## src/rtl/seq_det_ctrl.sv

```systemverilog
// seq_det_ctrl: serializes valid/ready words into an overlapping "1001" Moore detector and counts matches per frame.
// Build macro SEQ_DET_CTRL_LSB_FIRST_EN selects LSB-first serialization; the default build is MSB-first.
//
// state | meaning
// IDLE  | no frame open, ready for the first word of a frame
// SHIFT | one bit per cycle into the detector, det_en high
// WAIT  | frame open, previous word done, waiting for the next word
// FLUSH | one quiet cycle so the last bit shows up on det_dout
// CLR   | clear the detector, pulse frame_done, match_cnt final
module seq_det_ctrl #(
  parameter int WORD_W = 8,
  parameter int CNT_W  = 8
) (
  input  logic              clk_i,
  input  logic              rst_n_i,
  input  logic              s_valid_i,
  output logic              s_ready_o,
  input  logic [WORD_W-1:0] s_data_i,
  input  logic              s_last_i,
  input  logic [CNT_W-1:0]  thresh_i,
  output logic              det_din_o,
  output logic              det_en_o,
  output logic              det_clr_o,
  input  logic              det_dout_i,
  output logic [CNT_W-1:0]  match_cnt_o,
  output logic              irq_o,
  output logic              frame_done_o
);

  localparam int IDX_W = $clog2(WORD_W);

  typedef enum logic [2:0] {
    ST_IDLE  = 3'd0,
    ST_SHIFT = 3'd1,
    ST_WAIT  = 3'd2,
    ST_FLUSH = 3'd3,
    ST_CLR   = 3'd4
  } state_t;

  state_t             state_q, state_d;
  logic [WORD_W-1:0]  sreg_q, sreg_d;
  logic [IDX_W-1:0]   bit_idx_q, bit_idx_d;
  logic               cur_last_q, cur_last_d;
  logic               det_en_q;
  logic [CNT_W-1:0]   cnt_q, cnt_d;
  logic               irq_q, irq_d;
  logic               irq_done_q, irq_done_d;

  logic               s_ready;
  logic               det_en;
  logic               det_clr;
  logic               frame_done;
  logic               load;
  logic               clr_cnt;
  logic [WORD_W-1:0]  sreg_shifted;
  logic               det_din;
  logic               hit;
  logic               cnt_sat;
  logic [CNT_W-1:0]   cnt_inc;

`ifdef SEQ_DET_CTRL_LSB_FIRST_EN
  assign sreg_shifted = {1'b0, sreg_q[WORD_W-1:1]};
  assign det_din      = sreg_q[0];
`else
  assign sreg_shifted = {sreg_q[WORD_W-2:0], 1'b0};
  assign det_din      = sreg_q[WORD_W-1];
`endif

  always_comb begin
    state_d    = state_q;
    sreg_d     = sreg_q;
    bit_idx_d  = bit_idx_q;
    cur_last_d = cur_last_q;
    s_ready    = 1'b0;
    det_en     = 1'b0;
    det_clr    = 1'b0;
    frame_done = 1'b0;
    load       = 1'b0;
    clr_cnt    = 1'b0;

    case (state_q)
      ST_IDLE: begin
        s_ready = 1'b1;
        if (s_valid_i) begin
          load    = 1'b1;
          clr_cnt = 1'b1;
          state_d = ST_SHIFT;
        end
      end
      ST_SHIFT: begin
        det_en    = 1'b1;
        sreg_d    = sreg_shifted;
        bit_idx_d = bit_idx_q - IDX_W'(1);
        if (bit_idx_q == '0) begin
          if (cur_last_q) begin
            state_d = ST_FLUSH;
          end else begin
            // back-to-back words keep shifting without a bubble
            s_ready = 1'b1;
            if (s_valid_i) load = 1'b1;
            else           state_d = ST_WAIT;
          end
        end
      end
      ST_WAIT: begin
        s_ready = 1'b1;
        if (s_valid_i) begin
          load    = 1'b1;
          state_d = ST_SHIFT;
        end
      end
      ST_FLUSH: begin
        state_d = ST_CLR;
      end
      ST_CLR: begin
        det_clr    = 1'b1;
        frame_done = 1'b1;
        state_d    = ST_IDLE;
      end
      default: begin
        state_d = ST_IDLE;
      end
    endcase

    if (load) begin
      sreg_d     = s_data_i;
      bit_idx_d  = IDX_W'(WORD_W - 1);
      cur_last_d = s_last_i;
    end
  end

  // det_dout reflects the bit driven one cycle earlier, so qualify with det_en delayed
  assign hit     = det_en_q & det_dout_i;
  assign cnt_sat = &cnt_q;
  assign cnt_inc = cnt_q + CNT_W'(1);

  always_comb begin
    cnt_d      = cnt_q;
    irq_d      = 1'b0;
    irq_done_d = irq_done_q;
    if (clr_cnt) begin
      cnt_d      = '0;
      irq_done_d = 1'b0;
    end else if (hit && !cnt_sat) begin
      cnt_d = cnt_inc;
      if ((thresh_i != '0) && (cnt_inc == thresh_i) && !irq_done_q) begin
        irq_d      = 1'b1;
        irq_done_d = 1'b1;
      end
    end
  end

  always_ff @(posedge clk_i or negedge rst_n_i) begin
    if (!rst_n_i) begin
      state_q    <= ST_IDLE;
      sreg_q     <= '0;
      bit_idx_q  <= '0;
      cur_last_q <= 1'b0;
      det_en_q   <= 1'b0;
      cnt_q      <= '0;
      irq_q      <= 1'b0;
      irq_done_q <= 1'b0;
    end else begin
      state_q    <= state_d;
      sreg_q     <= sreg_d;
      bit_idx_q  <= bit_idx_d;
      cur_last_q <= cur_last_d;
      det_en_q   <= det_en;
      cnt_q      <= cnt_d;
      irq_q      <= irq_d;
      irq_done_q <= irq_done_d;
    end
  end

  // ready stays low for the whole time reset is held, even though the state is IDLE
  assign s_ready_o    = s_ready & rst_n_i;
  assign det_din_o    = det_din;
  assign det_en_o     = det_en;
  assign det_clr_o    = det_clr;
  assign match_cnt_o  = cnt_q;
  assign irq_o        = irq_q;
  assign frame_done_o = frame_done;

endmodule

```

## config.mk

```make
export PLATFORM = sky130hd
export DESIGN_NAME = seq_det_ctrl
export DESIGN_NICKNAME = d
export VERILOG_FILES = /design/src/rtl/seq_det_ctrl.sv
export SDC_FILE = /design/constraint.sdc
export NUM_CORES = 1
export LEC_CHECK = 0
export BUFFER_PORTS_ARGS = -buffer_cell sky130_fd_sc_hd__buf_2
export CORE_UTILIZATION = 48
export DETAILED_ROUTE_END_ITERATION = 8
export GPL_TIMING_DRIVEN = 0
export MAX_ROUTING_LAYER = met4
export PLACE_DENSITY = 0.84
export SLEW_MARGIN = 20
export SYNTH_ARGS = -nofsm -noshare
export SYNTH_HDL_FRONTEND = slang
export SYNTH_SLANG_ARGS = --single-unit
```

## constraint.sdc

```tcl
create_clock -name clk_i -period 1.8 [get_ports clk_i]
set_input_delay 0.36 -clock clk_i [delete_from_list [all_inputs] [get_ports clk_i]]
set_output_delay 0.36 -clock clk_i [all_outputs]
set_load 0.01 [all_outputs]
```

==> flow_summary_export.csv <==
group,metric,value,unit
placed_design,placed_cells,233,
yosys,synthCells,157,
setup_path,critical-path-max-stage-delay,0.48,ns
global_routing,grt_max_degree,28,
routing,vias,1398,
yosys,avgSynthCellArea,9.60,µm²
global_routing,grt_first_pass_wirelength,5.38,mm
setup_path,critPathMaxFanout,2,
yosys,synth-seq-cells,26,
pwr,pwr_density_cell,1450,nW/µm²
yosys,synth_nets,181,
routing,wl,3.72,mm
setup_path,worstSetupStartpointType,"flop",
yosys,synth_seq_area_share,43.2,%
clock_network,clockBufferDepth,2,
die,rows,19,
clock_network,cts-hold-fix-buffers,0,
pwr,leakage,0.00106,µW
clock_network,clock_latency,0.34,ns
layout,finalNetCount,246,
sta,hold_viol_final,0,
routing,routedWlPerCell,14.1,µm
die,ios,35,
layout,n_fill_cell,209,
yosys,yosysWarningCount,0,
setup_path,path_cells,"inv_2, ha_4, or4b_4, a21oi_4, and2_4, buf_6",
die,initial_utilization,52.4,%
global_routing,grt_pass1_vias,1267,
yosys,synth-edff-count,0,
sta,maxSlewViolCount,0,
die,core_area,2880,µm²
clock_network,htreeDepth,1,
routing,drt_iter0_drc,72,
routing,firstDrtPassIters,6,
yosys,synth_area,1510,µm²
die,die_w,58.0,µm
layout,drive_gt1_share,47.5,%
routing,route.detailed.drc,5,
sta,setup_tns,-3.50,ns
placed_design,place_ws,-0.166,ns
setup_path,worstSetupPathType,"flop to output pin",
layout,layout_commonest_cell,"buf_2",
yosys,synthArstFlopShare,100,%
layout,final_cell_mix,"buf_2, buf_4, dfrtp_1",
sta,slew_headroom,60.6,%
placed_design,gp_congestion,0.845,
global_routing,grt_overflow_total,0,
sta,min_period,2.23,ns
sta,timing.final.ws_setup,-0.427,ns
placed_design,dp_hpwl,2.14,mm
die,die_area,3370,µm²
layout,instances_no_fill,263,
setup_path,cp.required,1.44,ns
pwr,ir_drop,0.836,mV
global_routing,track_usage,21.7,%
setup_path,startpoint,"bit_idx_q[1]$_DFFE_PN0P_",
setup_path,cp.arrival,1.87,ns
sta,finalSetupViolations,13,
yosys,synth_ff_type,"dfrtp_1",
clock_network,cts_tree,"built",
routing,detail_route.vias_per_cell,5.32,
sta,finalCritPeriodShare,124,%
layout,syn_to_final_growth,42.2,%
global_routing,antenna_found_initial,0,
setup_path,cp-end-kind,"output pin",
clock_network,cts_buffers,3,
clock_network,cts_sinks,26,
clock_network,path_clk_slew,0.15,ns
routing,ant_nets,0,
placed_design,io_buffers,34,
sta,fmaxAchievable,0.449,GHz
min_path,hold_class,"input pin to async pin",
sta,clock_skew,0.00648,ns
clock_network,root_buffer,"clkbuf_4",
status,violations,"DRC, setup timing",
sta,tightest_slew,0.591,ns
setup_path,crit_slowest_cell,"or4b_4",
pwr,total_power,3120,µW
sta,grt_setup_unrepaired,"true",
die,fp.dieH,58.0,µm
job,maxCapViolCount,0,
status,status,"finished with violations",
layout,diodes,0,
setup_path,crit_buf_inv,2,
yosys,ys_types,37,
setup_path,worst_path_dominant_cell_family,"simple AND/OR/NAND/NOR gates",
setup_path,r2r_start,"bit_idx_q[1]$_DFFE_PN0P_",
[flip-flops by register name, summed over array words and instances, names as in the netlist]
register / cells
bit_idx_q: 3
cur_last_q: 1
det_en_q: 1
irq_done_q: 1
irq_o: 1
match_cnt_o: 8
sreg_q: 8
state_q: 3
[synth_stat cells (3+ instances only)]
cell / count / area share [%]
o21ai_0: 8 / 2.7
buf_6: 3 / 2.2
nor2_1: 15 / 3.7
mux2i_1: 10 / 6.6
nand2_1: 24 / 6.0
dfrtp_1: 26 / 43
xor2_1: 9 / 5.2
nand4_1: 3 / 1.2
nor2b_1: 3 / 1.2
ha_1: 3 / 2.5
xnor2_1: 9 / 5.2
nor3_1: 3 / 1.0
buf_2: 3 / 1.0
clkbuf_1: 4 / 1.0
inv_1: 3 / 0.75
o21ai_2: 3 / 1.7
[where the power goes]
part           internal, µW  total (µW)  switching (µW)
Sequential              778         951             173
Clock                   226         411             186
Combinational           953        1750             801
[metrics by stage]
stage | cell area, µm² | utilization, % | hold slack (ns)
final | 2140 | 74.6 | 0.00568
after global routing | 2140 | 74.6 | 0.0426
after CTS | 1930 | 67.2 | 0.0206
after detailed placement | 1730 | 60.2 | 0.391
after global placement | 1730 | 60.2 | 0.392
after floorplan | 1510 | - | 0.0644
[what timing repair did]
item / in CTS / in global routing
setup buffers: 10 / 18
hold endpoints to repair: 0 / 0
setup endpoints to repair: 18 / 24
cloned: 1 / 0
pin swaps: 12 / 4
gates resized for setup: 26 / 26
[layout make-up]
cell class              instances  area (µm²)  share of cell area, %
clock buffers                   3        22.5                   1.05
multi-input cells             117         895                   41.7
flip-flops and latches         26         653                   30.5
repair buffers                 62         412                   19.2
inverters                       3        11.3                  0.525
clock inverters                 1        30.0                   1.40
well taps                      42        52.6                   2.45
plain buffers                   9        68.8                   3.21
[metal layers]
| metal | vias to the layer above | track usage [%] | wire (µm) |
|---|---|---|---|
| li1 | 661 | - | - |
| met1 | 669 | 25.2 | 1420 |
| met2 | 57 | 37.3 | 2050 |
| met3 | 11 | 2.46 | 159 |
| met4 | 0 | 10.2 | 87 |
| met5 | - | - | 0 |
[logic make-up (layout without fill, tap and decap cells)]
group | count (synthesis) | in the layout | share of synthesized area (%)
AOI/OAI and AO/OA | 21 | 21 | 9.71
DFF | 26 | 26 | 43.2
adders and majority gates | 3 | 3 | 2.49
xor gates and xnor gates | 18 | 18 | 10.5
muxes | 10 | 10 | 6.64
and+or+nand+nor | 65 | 65 | 22.1
buffers and inverters | 14 | 78 | 5.48
[worst paths after layout]
kind / end / slack (ns) / depth (start not counted)
worst max-delay path: s_ready_o / -0.43 / 6
max in group asynchronous: state_q[2]$_DFFE_PN0P_ / 1.37 / 1
worst min-delay path: match_cnt_o[3]$_DFFE_PN0P_ / 0.006 / 1
worst max register to register: sreg_q[0]$_DFFE_PN0P_ / -0.32 / 12
worst min register to register: sreg_q[0]$_DFFE_PN0P_ / 0.57 / 2
min in group clk_i: cur_last_q$_DFFE_PN0P_ / 0.22 / 3
(Power assumes the default switching activity.)
